$ cat config.mk
export PLATFORM = sky130hd
export DESIGN_NAME = lsu_flat
export DESIGN_NICKNAME = d
export VERILOG_FILES = /design/src/rtl/lsu_if.sv /design/src/rtl/lsu.sv /design/src/flat_wrapper.sv
export SDC_FILE = /design/constraint.sdc
export NUM_CORES = 1
export LEC_CHECK = 0
export BUFFER_PORTS_ARGS = -buffer_cell sky130_fd_sc_hd__buf_2
export CORE_MARGIN = 8
export CORE_UTILIZATION = 38
export CTS_CLUSTER_SIZE = 14
export DETAILED_ROUTE_END_ITERATION = 8
export HOLD_SLACK_MARGIN = 0.12
export PLACE_DENSITY = 0.67
export SETUP_SLACK_MARGIN = 0.5
export SLEW_MARGIN = 5
export SYNTH_ARGS = -nofsm -noshare
export SYNTH_HDL_FRONTEND = slang
export SYNTH_SLANG_ARGS = --single-unit
$ cat constraint.sdc
create_clock -name CLK -period 1.8 [get_ports CLK]
set_input_delay 0.09 -clock CLK [delete_from_list [all_inputs] [get_ports CLK]]
set_output_delay 0.09 -clock CLK [all_outputs]
set_load 0.05 [all_outputs]
$ cat src/rtl/lsu_if.sv
// rtl/lsu_if.sv - core-side and memory-side bundles of the load/store unit
//
// lsu_core_if : request/flush from the core, one-cycle response back.
//   master = core, slave = lsu.
// lsu_mem_if  : single-outstanding request/grant/rvalid memory port.
//   master = lsu, slave = memory.

interface lsu_core_if #(parameter int MXLEN = 32);
    logic             req_valid;
    logic             req_ready;
    logic             req_load;
    logic             req_store;
    logic [2:0]       req_funct3;
    logic [MXLEN-1:0] req_addr;
    logic [MXLEN-1:0] req_wdata;
    logic             flush;
    logic             resp_valid;
    logic [MXLEN-1:0] resp_rdata;
    logic             resp_load_misaligned;
    logic             resp_store_misaligned;

    modport master (
        output req_valid, req_load, req_store, req_funct3, req_addr, req_wdata, flush,
        input  req_ready, resp_valid, resp_rdata, resp_load_misaligned, resp_store_misaligned
    );
    modport slave (
        input  req_valid, req_load, req_store, req_funct3, req_addr, req_wdata, flush,
        output req_ready, resp_valid, resp_rdata, resp_load_misaligned, resp_store_misaligned
    );
endinterface

interface lsu_mem_if #(parameter int MXLEN = 32);
    logic             mem_req;
    logic             mem_we;
    logic [MXLEN-1:0] mem_addr;
    logic [MXLEN-1:0] mem_wdata;
    logic [3:0]       mem_be;
    logic             mem_gnt;
    logic             mem_rvalid;
    logic [MXLEN-1:0] mem_rdata;

    modport master (
        output mem_req, mem_we, mem_addr, mem_wdata, mem_be,
        input  mem_gnt, mem_rvalid, mem_rdata
    );
    modport slave (
        input  mem_req, mem_we, mem_addr, mem_wdata, mem_be,
        output mem_gnt, mem_rvalid, mem_rdata
    );
endinterface

$ cat src/rtl/lsu.sv
// rtl/lsu.sv - single-outstanding load/store unit with misalignment and flush handling
//
// Ports: CLK, RST_N (async, active low); core (lsu_core_if.slave): request,
// flush and one-cycle response; mem (lsu_mem_if.master): req/gnt address
// phase followed by an rvalid data phase for loads.

module lsu #(
    parameter logic [2:0] F3_B  = 3'd0,
    parameter logic [2:0] F3_H  = 3'd1,
    parameter logic [2:0] F3_W  = 3'd2,
    parameter logic [2:0] F3_BU = 3'd4,
    parameter logic [2:0] F3_HU = 3'd5,
    parameter int         MXLEN = 32
) (
    input  logic       CLK,
    input  logic       RST_N,
    lsu_core_if.slave  core,
    lsu_mem_if.master  mem
);
    typedef enum logic [2:0] {IDLE, REQ, WAIT, DRAIN, RESP} state_t;

    state_t           state, state_nxt;
    logic [MXLEN-1:0] addr_q, wdata_q, rdata_q;
    logic [2:0]       f3_q;
    logic             is_load_q, lmis_q, smis_q;

    // Acceptance-time decode; load wins when both directions are requested.
    logic       accept, acc_load, acc_store, acc_valid, acc_mis;
    logic [2:0] f3;
    assign f3        = core.req_funct3;
    assign accept    = core.req_valid && (state == IDLE);
    assign acc_load  = core.req_load;
    assign acc_store = !core.req_load && core.req_store;
    // Stores have no unsigned variants, so BU/HU stores fall into the no-op path.
    assign acc_valid = (acc_load  && (f3 == F3_B || f3 == F3_H || f3 == F3_W ||
                                      f3 == F3_BU || f3 == F3_HU)) ||
                       (acc_store && (f3 == F3_B || f3 == F3_H || f3 == F3_W));
    assign acc_mis   = acc_valid &&
                       (((f3 == F3_H || f3 == F3_HU) && core.req_addr[0]) ||
                        ((f3 == F3_W) && (core.req_addr[1:0] != 2'b00)));

    always_ff @(posedge CLK or negedge RST_N) begin
        if (!RST_N) state <= IDLE;
        else        state <= state_nxt;
    end

    always_comb begin
        state_nxt = state;
        case (state)
            IDLE:  if (accept) state_nxt = (!acc_valid || acc_mis) ? RESP : REQ;
            // A load granted in the same cycle as the flush still owes an
            // rvalid, so it must be drained before another access can start.
            REQ:   if (core.flush)        state_nxt = (mem.mem_gnt && is_load_q) ? DRAIN : IDLE;
                   else if (mem.mem_gnt)  state_nxt = is_load_q ? WAIT : RESP;
            WAIT:  if (mem.mem_rvalid)    state_nxt = core.flush ? IDLE : RESP;
                   else if (core.flush)   state_nxt = DRAIN;
            DRAIN: if (mem.mem_rvalid)    state_nxt = IDLE;
            RESP:  state_nxt = IDLE;
            default: state_nxt = IDLE;
        endcase
    end

    // Selected lane moved to bit 0, then sign/zero extended by access size.
    logic [MXLEN-1:0] shifted, ext;
    assign shifted = mem.mem_rdata >> {addr_q[1:0], 3'b000};
    always_comb begin
        ext = shifted;
        case (f3_q)
            F3_B:    ext = {{(MXLEN-8){shifted[7]}},   shifted[7:0]};
            F3_BU:   ext = {{(MXLEN-8){1'b0}},         shifted[7:0]};
            F3_H:    ext = {{(MXLEN-16){shifted[15]}}, shifted[15:0]};
            F3_HU:   ext = {{(MXLEN-16){1'b0}},        shifted[15:0]};
            default: ext = shifted;
        endcase
    end

    always_ff @(posedge CLK or negedge RST_N) begin
        if (!RST_N) begin
            addr_q    <= '0;
            wdata_q   <= '0;
            rdata_q   <= '0;
            f3_q      <= 3'd0;
            is_load_q <= 1'b0;
            lmis_q    <= 1'b0;
            smis_q    <= 1'b0;
        end else if (accept) begin
            addr_q    <= core.req_addr;
            wdata_q   <= core.req_wdata;
            rdata_q   <= '0;
            f3_q      <= f3;
            is_load_q <= acc_load;
            lmis_q    <= acc_mis && acc_load;
            smis_q    <= acc_mis && acc_store;
        end else if (state == WAIT && mem.mem_rvalid) begin
            rdata_q   <= ext;
        end
    end

    // Memory outputs are forced to zero outside REQ so reset and idle are quiet.
    logic in_req, in_resp;
    logic [3:0]       be;
    logic [MXLEN-1:0] wd;
    assign in_req  = (state == REQ);
    assign in_resp = (state == RESP);

    always_comb begin
        be = 4'b1111;
        wd = wdata_q;
        case (f3_q)
            F3_B, F3_BU: begin
                be = 4'b0001 << addr_q[1:0];
                wd = {4{wdata_q[7:0]}};
            end
            F3_H, F3_HU: begin
                be = 4'b0011 << addr_q[1:0];
                wd = {2{wdata_q[15:0]}};
            end
            default: begin
                be = 4'b1111;
                wd = wdata_q;
            end
        endcase
    end

    assign mem.mem_req   = in_req;
    assign mem.mem_we    = in_req && !is_load_q;
    assign mem.mem_addr  = in_req ? {addr_q[MXLEN-1:2], 2'b00} : '0;
    assign mem.mem_be    = in_req ? be : 4'b0000;
    assign mem.mem_wdata = in_req ? wd : '0;

    assign core.req_ready             = (state == IDLE);
    assign core.resp_valid            = in_resp;
    assign core.resp_rdata            = in_resp ? rdata_q : '0;
    assign core.resp_load_misaligned  = in_resp && lmis_q;
    assign core.resp_store_misaligned = in_resp && smis_q;
endmodule

$ cat src/flat_wrapper.sv
// flat-port wrapper written by rule: the top's interface ports become plain ports
module lsu_flat 
#(
    parameter logic [2:0] F3_B  = 3'd0,
    parameter logic [2:0] F3_H  = 3'd1,
    parameter logic [2:0] F3_W  = 3'd2,
    parameter logic [2:0] F3_BU = 3'd4,
    parameter logic [2:0] F3_HU = 3'd5,
    parameter int         MXLEN = 32
)
  (CLK, RST_N, core_req_valid, core_req_load, core_req_store, core_req_funct3, core_req_addr, core_req_wdata, core_flush, core_req_ready, core_resp_valid, core_resp_rdata, core_resp_load_misaligned, core_resp_store_misaligned, mem_mem_req, mem_mem_we, mem_mem_addr, mem_mem_wdata, mem_mem_be, mem_mem_gnt, mem_mem_rvalid, mem_mem_rdata);
  lsu_core_if #(.MXLEN(MXLEN)) core_i ();
  lsu_mem_if #(.MXLEN(MXLEN)) mem_i ();
  input  logic CLK;
  input  logic RST_N;
  input wire logic [$bits(core_i.req_valid)-1:0] core_req_valid;
  input wire logic [$bits(core_i.req_load)-1:0] core_req_load;
  input wire logic [$bits(core_i.req_store)-1:0] core_req_store;
  input wire logic [$bits(core_i.req_funct3)-1:0] core_req_funct3;
  input wire logic [$bits(core_i.req_addr)-1:0] core_req_addr;
  input wire logic [$bits(core_i.req_wdata)-1:0] core_req_wdata;
  input wire logic [$bits(core_i.flush)-1:0] core_flush;
  output wire logic [$bits(core_i.req_ready)-1:0] core_req_ready;
  output wire logic [$bits(core_i.resp_valid)-1:0] core_resp_valid;
  output wire logic [$bits(core_i.resp_rdata)-1:0] core_resp_rdata;
  output wire logic [$bits(core_i.resp_load_misaligned)-1:0] core_resp_load_misaligned;
  output wire logic [$bits(core_i.resp_store_misaligned)-1:0] core_resp_store_misaligned;
  output wire logic [$bits(mem_i.mem_req)-1:0] mem_mem_req;
  output wire logic [$bits(mem_i.mem_we)-1:0] mem_mem_we;
  output wire logic [$bits(mem_i.mem_addr)-1:0] mem_mem_addr;
  output wire logic [$bits(mem_i.mem_wdata)-1:0] mem_mem_wdata;
  output wire logic [$bits(mem_i.mem_be)-1:0] mem_mem_be;
  input wire logic [$bits(mem_i.mem_gnt)-1:0] mem_mem_gnt;
  input wire logic [$bits(mem_i.mem_rvalid)-1:0] mem_mem_rvalid;
  input wire logic [$bits(mem_i.mem_rdata)-1:0] mem_mem_rdata;
  assign core_i.req_valid = core_req_valid;
  assign core_i.req_load = core_req_load;
  assign core_i.req_store = core_req_store;
  assign core_i.req_funct3 = core_req_funct3;
  assign core_i.req_addr = core_req_addr;
  assign core_i.req_wdata = core_req_wdata;
  assign core_i.flush = core_flush;
  assign core_req_ready = core_i.req_ready;
  assign core_resp_valid = core_i.resp_valid;
  assign core_resp_rdata = core_i.resp_rdata;
  assign core_resp_load_misaligned = core_i.resp_load_misaligned;
  assign core_resp_store_misaligned = core_i.resp_store_misaligned;
  assign mem_mem_req = mem_i.mem_req;
  assign mem_mem_we = mem_i.mem_we;
  assign mem_mem_addr = mem_i.mem_addr;
  assign mem_mem_wdata = mem_i.mem_wdata;
  assign mem_mem_be = mem_i.mem_be;
  assign mem_i.mem_gnt = mem_mem_gnt;
  assign mem_i.mem_rvalid = mem_mem_rvalid;
  assign mem_i.mem_rdata = mem_mem_rdata;
  lsu #(.F3_B(F3_B), .F3_H(F3_H), .F3_W(F3_W), .F3_BU(F3_BU), .F3_HU(F3_HU), .MXLEN(MXLEN)) u_core (.CLK(CLK), .RST_N(RST_N), .core(core_i), .mem(mem_i));
endmodule
==> impl_metrics.env <==
export IMPL_grt_overflow=0
export IMPL_worstMarginPinSlew_ns=0.594
export IMPL_start_kind="flop"
export IMPL_violations="negative setup slack"
export IMPL_internal_power_uw=9160
export IMPL_maxCapViolCount=0
export IMPL_synth_edf_count=0
export IMPL_synth_seq_cells=105
export IMPL_syn_avg_cell_area_um2=8.43
export IMPL_hpwlAfterDp_mm=13.7
export IMPL_drt_antenna_violating_nets=0
export IMPL_clkLatencyLatePin_ns=0.35
export IMPL_slew_headroom=0.600
export IMPL_worst_path_max_fanout=6
export IMPL_synthFlopType="dfrtp_1"
export IMPL_cp_end_kind="flop"
export IMPL_io_pins=213
export IMPL_synth_area_leaders="dfrtp_1, nand2_1, and2_1, mux2i_1, a21oi_1"
export IMPL_p_clk_frac=0.140
export IMPL_powerDensity_nw_per_um2=1530
export IMPL_ctsRootBufferMaster="clkbuf_16"
export IMPL_hold_viol=0
export IMPL_finalCritPeriodShare=1.07
export IMPL_grt_pass1_vias=6367
export IMPL_rows=44
export IMPL_critPathKind="reg2reg"
export IMPL_grt_pass1_wl_mm=34.8
export IMPL_routed_wirelength_mm=25.7
export IMPL_nets=1116
export IMPL_setup_viol=144
export IMPL_layout_common_cells="nand2_1, buf_2, dfrtp_1"
export IMPL_die_w_um=138
export IMPL_worst_setup_hold_path_clk_slew_ns=0.07
export IMPL_power_uw=16500
export IMPL_antenna_found_initial=2
export IMPL_synth_cells=671
export IMPL_synth_largest_area_cell="dfrtp_1"
export IMPL_synth_top_area_frac=0.464
export IMPL_fp_dieH_um=138
export IMPL_crit_arrival_ns=2.15
export IMPL_cts_tree="yes"
export IMPL_portBuffers=210
export IMPL_synth_seq_area_share=0.464
export IMPL_vdd_ir_drop_max_mv=0.764
export IMPL_hold_class="in2reg"
export IMPL_status="finished, violations left"
export IMPL_area_growth_pct=90.1
export IMPL_fp_coreArea_um2=14500
export IMPL_rsz0062_at_grt="true"
export IMPL_syn_area_um2=5660
export IMPL_grt_max_degree=44
export IMPL_wire_per_inst_um=21.4
export IMPL_final_max_slew_viol_count=0
export IMPL_first_pass_iters=5
export IMPL_p_leak_uw=0.00518
export IMPL_hold_slack_ns=0.149
export IMPL_pwr_share_comb=0.616
export IMPL_gr_usage_all_layers=0.224
export IMPL_power_switching_uw=7300
export IMPL_synth_async_reset_ratio=1.00
export IMPL_drt_iter0_drc=441
export IMPL_fillerInstances=941
export IMPL_worst_clock_skew_ns=0.00809
export IMPL_cts_buffers=9
export IMPL_htree_num_levels=3
export IMPL_final_common_cell="nand2_1"
export IMPL_die_area_um2=19000
export IMPL_ys_types=43
export IMPL_viasPerCell=5.32
export IMPL_clock_fmax_mhz=521
export IMPL_swShare=0.443
export IMPL_start_util=0.389
export IMPL_tns_ns=-8.33
export IMPL_drive_above_1_share=0.481
export IMPL_gp_congestion=0.833
export IMPL_power_frac_seq=0.244
export IMPL_finalCriticalPeriod_ns=1.92
export IMPL_pre_cts_ws_ns=0.0550
export IMPL_clock_path_buffers=2
export IMPL_layout_setup_ws_ns=-0.118
export IMPL_ys_warn_count=0
export IMPL_route_vias_total=6405
export IMPL_remaining_drc_errors=0
export IMPL_critPathRequiredTime_ns=2.03
export IMPL_cts_sinks=105
==> flip-flops by register name, indices dropped and copies added, names as in the netlist <==
signal,cells
u_core.wdata_q,32
u_core.smis_q,1
u_core.addr_q,32
u_core.f3_q,3
u_core.rdata_q,32
u_core.lmis_q,1
u_core.state,3
u_core.is_load_q,1
==> cells in the mapped netlist, types with 3 or more instances <==
| master | n |
|---|---|
| and2_1 | 73 |
| o21ai_0 | 25 |
| nor3_1 | 3 |
| mux2i_1 | 31 |
| o2bb2ai_1 | 9 |
| buf_2 | 20 |
| mux2_2 | 9 |
| nand2b_1 | 3 |
| a21oi_1 | 39 |
| nor2_1 | 35 |
| a31oi_1 | 3 |
| nor3b_1 | 3 |
| buf_4 | 3 |
| inv_1 | 4 |
| dfrtp_1 | 105 |
| a221o_1 | 16 |
| nand2_1 | 234 |
| clkbuf_1 | 25 |
==> metal layers <==
layer | vias up | global-route usage | routed length, um
met5 | - | 0 | 0
met4 | 0 | 0.116 | 993
met3 | 69 | 0.0555 | 1890
met2 | 330 | 0.385 | 12900
met1 | 3117 | 0.253 | 9910
li1 | 2889 | - | -
==> worst max-delay path: stages (launching register included) <==
cell and delay [ns]:
dfrtp_1 0.40, buf_4 0.14, buf_6 0.11, mux2i_2 0.15, or3_4 0.45, clkbuf_16 0.19, a221o_1 0.35
==> area by class of cell <==
| cell class | instances | area, um2 | share of cell area |
|---|---|---|---|
| Antenna cell | 5 | 12.5 | 0.00116 |
| Multi-Input combinational cell | 512 | 3450 | 0.320 |
| Clock buffer | 11 | 243 | 0.0226 |
| Timing Repair Buffer | 377 | 4070 | 0.378 |
| Inverter | 4 | 27.5 | 0.00256 |
| Sequential cell | 105 | 2630 | 0.244 |
| Clock inverter | 5 | 103 | 0.00954 |
| Tap cell | 184 | 230 | 0.0214 |
==> worst paths after layout <==
path / from / end / slack (ns) / cells past startpoint
setup / recovery: u_core.state[1] / u_core.rdata_q[23] / -0.12 / 6
hold / removal: mem_mem_rdata[20] / u_core.rdata_q[12] / 0.15 / 4
setup reg to reg: u_core.state[1] / u_core.rdata_q[23] / -0.12 / 6
hold reg to reg: u_core.addr_q[25] / u_core.addr_q[25] / 0.48 / 2
max in group asynchronous: RST_N / u_core.state[0] / 0.84 / 3
min in group asynchronous: RST_N / u_core.rdata_q[5] / 0.29 / 2
==> power by group through the flow <==
stage	Clock [uW]	Sequential, uW	Combinational (uW)
3_5_place_dp	0	3970	6790
4_1_cts	2350	3940	8230
5_1_grt	2430	4100	10700
3_3_place_gp	0	3970	6730
2_1_floorplan	0	3710	5400
6_report	2300	4020	10100
==> logic make-up after synthesis <==
group / after synthesis / share of synthesized area
multiplexers: 41 / 0.0767
other: 1 / 0.000663
AO/OA/AOI/OAI: 105 / 0.123
flip-flops: 105 / 0.464
AND/OR/NAND/NOR: 363 / 0.289
buffers and inverters: 56 / 0.0462
==> stage by stage <==
step	area, um2	instances	utilization
6_report	10800	1203	0.740
3_3_place_gp	7540	1050	0.519
5_1_grt	10700	1200	0.740
3_5_place_dp	7540	1050	0.519
2_1_floorplan	6280	672	-
4_1_cts	9880	1159	0.680
==> repair_timing <==
item / CTS / global route
setup endpoints to repair: 209 / 209
hold buffers: 79 / 0
gates resized for setup: 312 / 75
hold endpoints to repair: 117 / 0
cloned: 2 / 26
setup buffers: 12 / 13
pin swaps: 5 / 52
(Power assumes the default switching activity.)
